--- src/rtl/lfsr_rng_stream.sv ---
// Streaming LFSR random-word generator: Fibonacci or Galois stepping with a
// runtime tap mask, several steps per word, seed load over a handshake,
// automatic all-zero lock-up recovery and full-period detection.
module lfsr_rng_stream #(
  parameter int               WIDTH        = 32,
  parameter int               STEPS        = 1,
  parameter int               GALOIS       = 0,
  parameter logic [WIDTH-1:0] DEFAULT_SEED = WIDTH'({32{2'b10}}),
  parameter logic [WIDTH-1:0] DEFAULT_TAPS = WIDTH'(32'h80200003),
  parameter int               CNT_W        = 16
) (
  input  logic             clk_i,
  input  logic             rst_ni,
  input  logic [WIDTH-1:0] seed_i,
  input  logic [WIDTH-1:0] taps_i,
  input  logic             seed_valid_i,
  output logic             seed_ready_o,
  input  logic             enable_i,
  output logic [WIDTH-1:0] rnd_o,
  output logic             rnd_valid_o,
  input  logic             rnd_ready_i,
  output logic             lockup_o,
  output logic             period_o,
  output logic [CNT_W-1:0] cnt_o
);

  typedef enum logic {ST_RUN, ST_RELOAD} state_e;

  state_e           state_q;
  logic [WIDTH-1:0] s_q;
  logic [WIDTH-1:0] seed_r_q;
  logic [WIDTH-1:0] taps_q;
  logic [WIDTH-1:0] rnd_q;
  logic             rnd_valid_q;
  logic             lockup_q;
  logic             period_q;
  logic [CNT_W-1:0] cnt_q;

  logic [WIDTH-1:0] adv_d;
  logic             fire;
  logic             accept;
  logic             seed_acc;

  // One LFSR advance with the currently captured tap mask.
  function automatic logic [WIDTH-1:0] lfsr_step(input logic [WIDTH-1:0] v,
                                                 input logic [WIDTH-1:0] t);
    if (GALOIS != 0)
      return {1'b0, v[WIDTH-1:1]} ^ ({WIDTH{v[0]}} & t);
    else
      return {^(v & t), v[WIDTH-1:1]};
  endfunction

  // STEPS chained advances, all resolved within a single cycle.
  always_comb begin
    adv_d = s_q;
    for (int k = 0; k < STEPS; k++) begin
      adv_d = lfsr_step(adv_d, taps_q);
    end
  end

  assign fire     = enable_i && (!rnd_valid_q || rnd_ready_i);
  assign accept   = rnd_valid_q && rnd_ready_i;
  assign seed_acc = seed_valid_i && (state_q == ST_RUN);

  // Control FSM plus all datapath state; seed load outranks generation.
  always_ff @(posedge clk_i or negedge rst_ni) begin
    if (!rst_ni) begin
      state_q     <= ST_RUN;
      s_q         <= DEFAULT_SEED;
      seed_r_q    <= DEFAULT_SEED;
      taps_q      <= DEFAULT_TAPS;
      rnd_q       <= '0;
      rnd_valid_q <= 1'b0;
      lockup_q    <= 1'b0;
      period_q    <= 1'b0;
      cnt_q       <= '0;
    end else begin
      lockup_q <= 1'b0;
      period_q <= 1'b0;
      case (state_q)
        ST_RUN: begin
          if (seed_acc) begin
            // A pending word is dropped uncounted and the count restarts.
            s_q         <= seed_i;
            seed_r_q    <= seed_i;
            taps_q      <= (taps_i == '0) ? DEFAULT_TAPS : taps_i;
            rnd_valid_q <= 1'b0;
            cnt_q       <= '0;
            state_q     <= ST_RELOAD;
          end else begin
            if (accept) begin
              cnt_q <= cnt_q + CNT_W'(1);
            end
            if (fire) begin
              if (s_q == '0) begin
                // Lock-up: recover without emitting; any accepted word retires.
                s_q         <= DEFAULT_SEED;
                lockup_q    <= 1'b1;
                rnd_valid_q <= 1'b0;
              end else begin
                rnd_q       <= s_q;
                rnd_valid_q <= 1'b1;
                s_q         <= adv_d;
                if (adv_d == seed_r_q) begin
                  period_q <= 1'b1;
                end
              end
            end else if (accept) begin
              rnd_valid_q <= 1'b0;
            end
          end
        end
        ST_RELOAD: begin
          state_q <= ST_RUN;
          if (s_q == '0) begin
            s_q      <= DEFAULT_SEED;
            seed_r_q <= DEFAULT_SEED;
            lockup_q <= 1'b1;
          end
        end
        default: state_q <= ST_RUN;
      endcase
    end
  end

  assign seed_ready_o = (state_q == ST_RUN);
  assign rnd_o        = rnd_q;
  assign rnd_valid_o  = rnd_valid_q;
  assign lockup_o     = lockup_q;
  assign period_o     = period_q;
  assign cnt_o        = cnt_q;

endmodule

--- config.mk ---
export PLATFORM = sky130hd
export DESIGN_NAME = lfsr_rng_stream
export DESIGN_NICKNAME = d
export VERILOG_FILES = /design/src/rtl/lfsr_rng_stream.sv
export SDC_FILE = /design/constraint.sdc
export NUM_CORES = 1
export LEC_CHECK = 0
export ABC_AREA = 0
export CORE_MARGIN = 4
export CORE_UTILIZATION = 47
export CTS_CLUSTER_DIAMETER = 200
export DETAILED_ROUTE_END_ITERATION = 10
export PLACE_DENSITY = 0.88
export SYNTH_ARGS = -nofsm -noshare
export SYNTH_HDL_FRONTEND = slang
export SYNTH_SLANG_ARGS = --single-unit
--- constraint.sdc ---
create_clock -name clk_i -period 1.9 [get_ports clk_i]
set_input_delay 0.285 -clock clk_i [delete_from_list [all_inputs] [get_ports clk_i]]
set_output_delay 0.285 -clock clk_i [all_outputs]
set_load 0.02 [all_outputs]
==> impl_metrics.csv <==
group,metric,value,unit
setup_path,reg2reg_depth,9,
clocking,clock_latency,440,ps
setup_path,cp_data_required_time,2210,ps
global_route,antenna_found_initial,0,
global_route,grt-ovfl-total,0,
pwr,p_int,7.816,mW
pwr,p_comb_share,32.2,%
die,initial_core_util,47.93,%
global_route,grt_max_degree,52,
setup_path,slowest_delay,570,ps
pwr,p_clk_share,30.6,%
yosys,synthAdderAreaFrac,0.1888,%
yosys,synth-xor-area-share,10.12,%
yosys,ys_types,38,
route,dr.pass1.iters,5,
die,die_x,126.8,um
layout,final_core_util,70.87,%
setup_path,critPathSlowestCell,"dfstp_2",
setup_path,cp_max_fo,7,
layout,stdcell_count,1074,
global_route,grt_use_met3,4.589,%
yosys,synth-compound-area-share,10.01,%
sta,setup_viol,81,
setup_path,worst_setup_path_start_kind,"flip-flop",
route,drtIter0Drc,583,
sta,tightest_slew,368.8,ps
yosys,synth-simple-area-share,20.71,%
clocking,clock_path_buffers,2,
yosys,synth_cells,680,
hold_path,hold_path.class,"in -> async",
layout,nNetsFinal,951,
pwr,power_leakage,4.488,nW
route,antenna_left,0,
sta,fin_crit_sh,114.0,%
global_route,grtUsageMet2,39.38,%
layout,nFillCells,932,
global_route,grt.busiest_layer,"met2",
setup_path,r2r_setup_slack,-270,ps
clocking,numCtsBuffers,17,
sta,fin_worst_skew,10.85,ps
sta,period_minus_slack,2165,ps
clocking,cts-htree-levels,4,
yosys,ys_ff_latch,148,
pwr,p_total,11.56,mW
yosys,synth_area,6628,um^2
die,die_h,126.8,um
pwr,p_switching,3.740,mW
global_route,grt_use_met1,34.04,%
global_route,grtUsageTotal,24.69,%
setup_path,cp_cell_sequence,"buf_6 -> nor4_2 -> nand4_1 -> nor2_4 -> or3_4 -> or2_4 -> buf_12 -> nand2_1 -> nand2_1",
pwr,vdd.ir_drop.worst,766.0,uV
clocking,cts_tree,"done",
route,wire_per_inst,19.59,um
place,placed_cells,1030,
job,drv_cap,0,
layout,layout.cells.most_common,"nand2_1",
route,routed_wl,21.04,mm
sta,hold_viol,0,
layout,area_growth,47.86,%
route,avgViaCountPerCell,5.701,
setup_path,crit_path_end_kind,"flip-flop",
sta,relSlewSlack,75.19,%
layout,multi_input_area,3084,um^2
place,io_buffers,120,
pwr,p_per_area,1179,nW/um^2
layout,diodes,0,
die,row_count,43,
sta,final_max_slew_viol_count,0,
sta,holdWs,252.1,ps
layout,layout_common_cells,"nand2_1, clkdlybuf4s50_1, dfrtp_1",
yosys,synthMuxAreaShare,0.1699,%
layout,drive_gt1_share,26.62,%
place,routabilityCongestion,0.9207,
yosys,syn_area_per_cell,9.746,um^2
clocking,cts.clk_slew.worst_paths,70,ps
clocking,cts_sinks,148,
sta,worst_slack,-265.5,ps
route,drcViolationCount,0,
yosys,synth-warning-count,0,
setup_path,rr_endpoint,"rnd_o[4]",
sta,timing.fmax,461.8,MHz
status,violations,"setup timing",
die,io_pins,121,
sta,rsz0062_at_grt,"true",
yosys,syn_nets,750,
status,status,"finished, violations left",
setup_path,path_common_cell,"nand2_1",
pwr,pwr-share-seq,37.2,%
die,coreArea,13830,um^2
yosys,synth_top_family_by_area,"simple AND/OR/NAND/NOR gates",
setup_path,cp.arrival,2470,ps
route,vias,6123,
place,dp_hpwl,13.86,mm
setup_path,crit_type,"reg -> reg",
pwr,switching_share,32.36,%
layout,regArea,3752,um^2
global_route,grt_pass1_wl,31.38,mm
die,dieArea,16070,um^2
global_route,grt_pass1_vias,6087,
sta,finalSetupTns,-8833,ps
setup_path,timing.rr.start,"s_q[15]",
clocking,root_buffer,"clkbuf_16",
yosys,synth-seq-area-share,56.56,%
power by group through the flow:
stage	sequential [mW]	clock, mW	combinational, mW
detailed placement	4.25	0	3.28
CTS	4.21	3.53	3.47
floorplan	4.43	0	1.42
finish	4.30	3.53	3.72
global placement	4.23	0	3.21
global route	4.36	3.67	3.94
critical path: cells and delay by family (launching register included):
| kind | cells | cell delay (ps) |
|---|---|---|
| simple gates | 7 | 1170 |
| buf+inv | 2 | 280 |
| flops | 1 | 570 |
through the flow:
stage                     instance area [um^2]  worst slack (ps)
after floorplan                           6635            -27.74
after global placement                    8641            -233.1
after detailed placement                  8641            -278.0
after CTS                                 9329            -165.8
after global routing                      9799            -303.0
final                                     9799            -265.5
logic make-up (layout without fill, tap and decap cells):
kind of cell               after synthesis  in the layout
AOI/OAI and AO/OA                       92             92
xor gates and xnor gates                75             75
adders and majority gates                1              1
buffers and inverters                   36            250
DFF                                    148            148
muxes                                    1              1
and+or+nand+nor                        327            327
Yosys cell counts, drive strengths merged:
cell	n	area, um^2
o22a	18	157.7
nand4	10	62.56
xor2	38	332.8
inv	4	15.01
o21bai	1	7.510
and4	2	17.52
nor3	1	5.000
nand2	251	954.7
a22o	16	140.1
or2	1	6.260
o21ai	17	85.08
a21oi	5	25.02
mux2	1	11.26
o32a	1	10.01
or3	3	18.77
clkbuf	21	80.07
o31a	1	8.760
ha	1	12.51
xnor2	36	315.3
o22ai	15	93.84
buf	11	53.80
a22oi	16	120.1
nor4	22	137.6
nand2b	2	12.51
a21boi	2	15.01
nand3	4	20.02
nor2	25	98.84
dfstp	36	945.9
and3	5	31.28
nand3b	1	7.510
xnor3	1	22.52
dfrtp	112	2803
routing by layer:
metal  vias to the layer above  wire length [um]
li1                       2699                 -
met2                       345             10240
met1                      3005              8399
met4                         0               722
met3                        74              1678
met5                         -                 0
worst max-delay path by stage:
stage	depth (start not counted)	to	from
global route	9	rnd_o[4]	s_q[15]
finish	9	rnd_o[4]	s_q[15]
global placement	7	cnt_o[15]	seed_valid_i
detailed placement	10	rnd_o[4]	rnd_ready_i
CTS	8	rnd_o[4]	s_q[27]
floorplan	10	rnd_o[3]	s_q[1]
flip-flops by register name (all words and copies together), names as in the netlist:
signal	flops
s_q	32
lockup_o	1
cnt_o	16
rnd_o	32
seed_r_q	32
state_q	1
rnd_valid_o	1
period_o	1
taps_q	32
repair_timing:
action                     CTS  global route
buffers inserted             4             6
hold endpoints to repair    28             0
pin swaps                   12            46
gates cloned                 0             5
hold buffers                 1             0
gates resized for setup      8            94
setup endpoints to repair   99            99
final cells by class:
cell class                      count  share of cell area (%)
Tap cell                          180                   2.298
Multi-Input combinational cell    496                   31.47
Clock buffer                       19                   4.520
Clock inverter                     13                   1.775
Sequential cell                   148                   38.29
Timing Repair Buffer              214                   21.49
Inverter                            4                  0.1532
No activity file was read; power rests on OpenSTA's default activity.
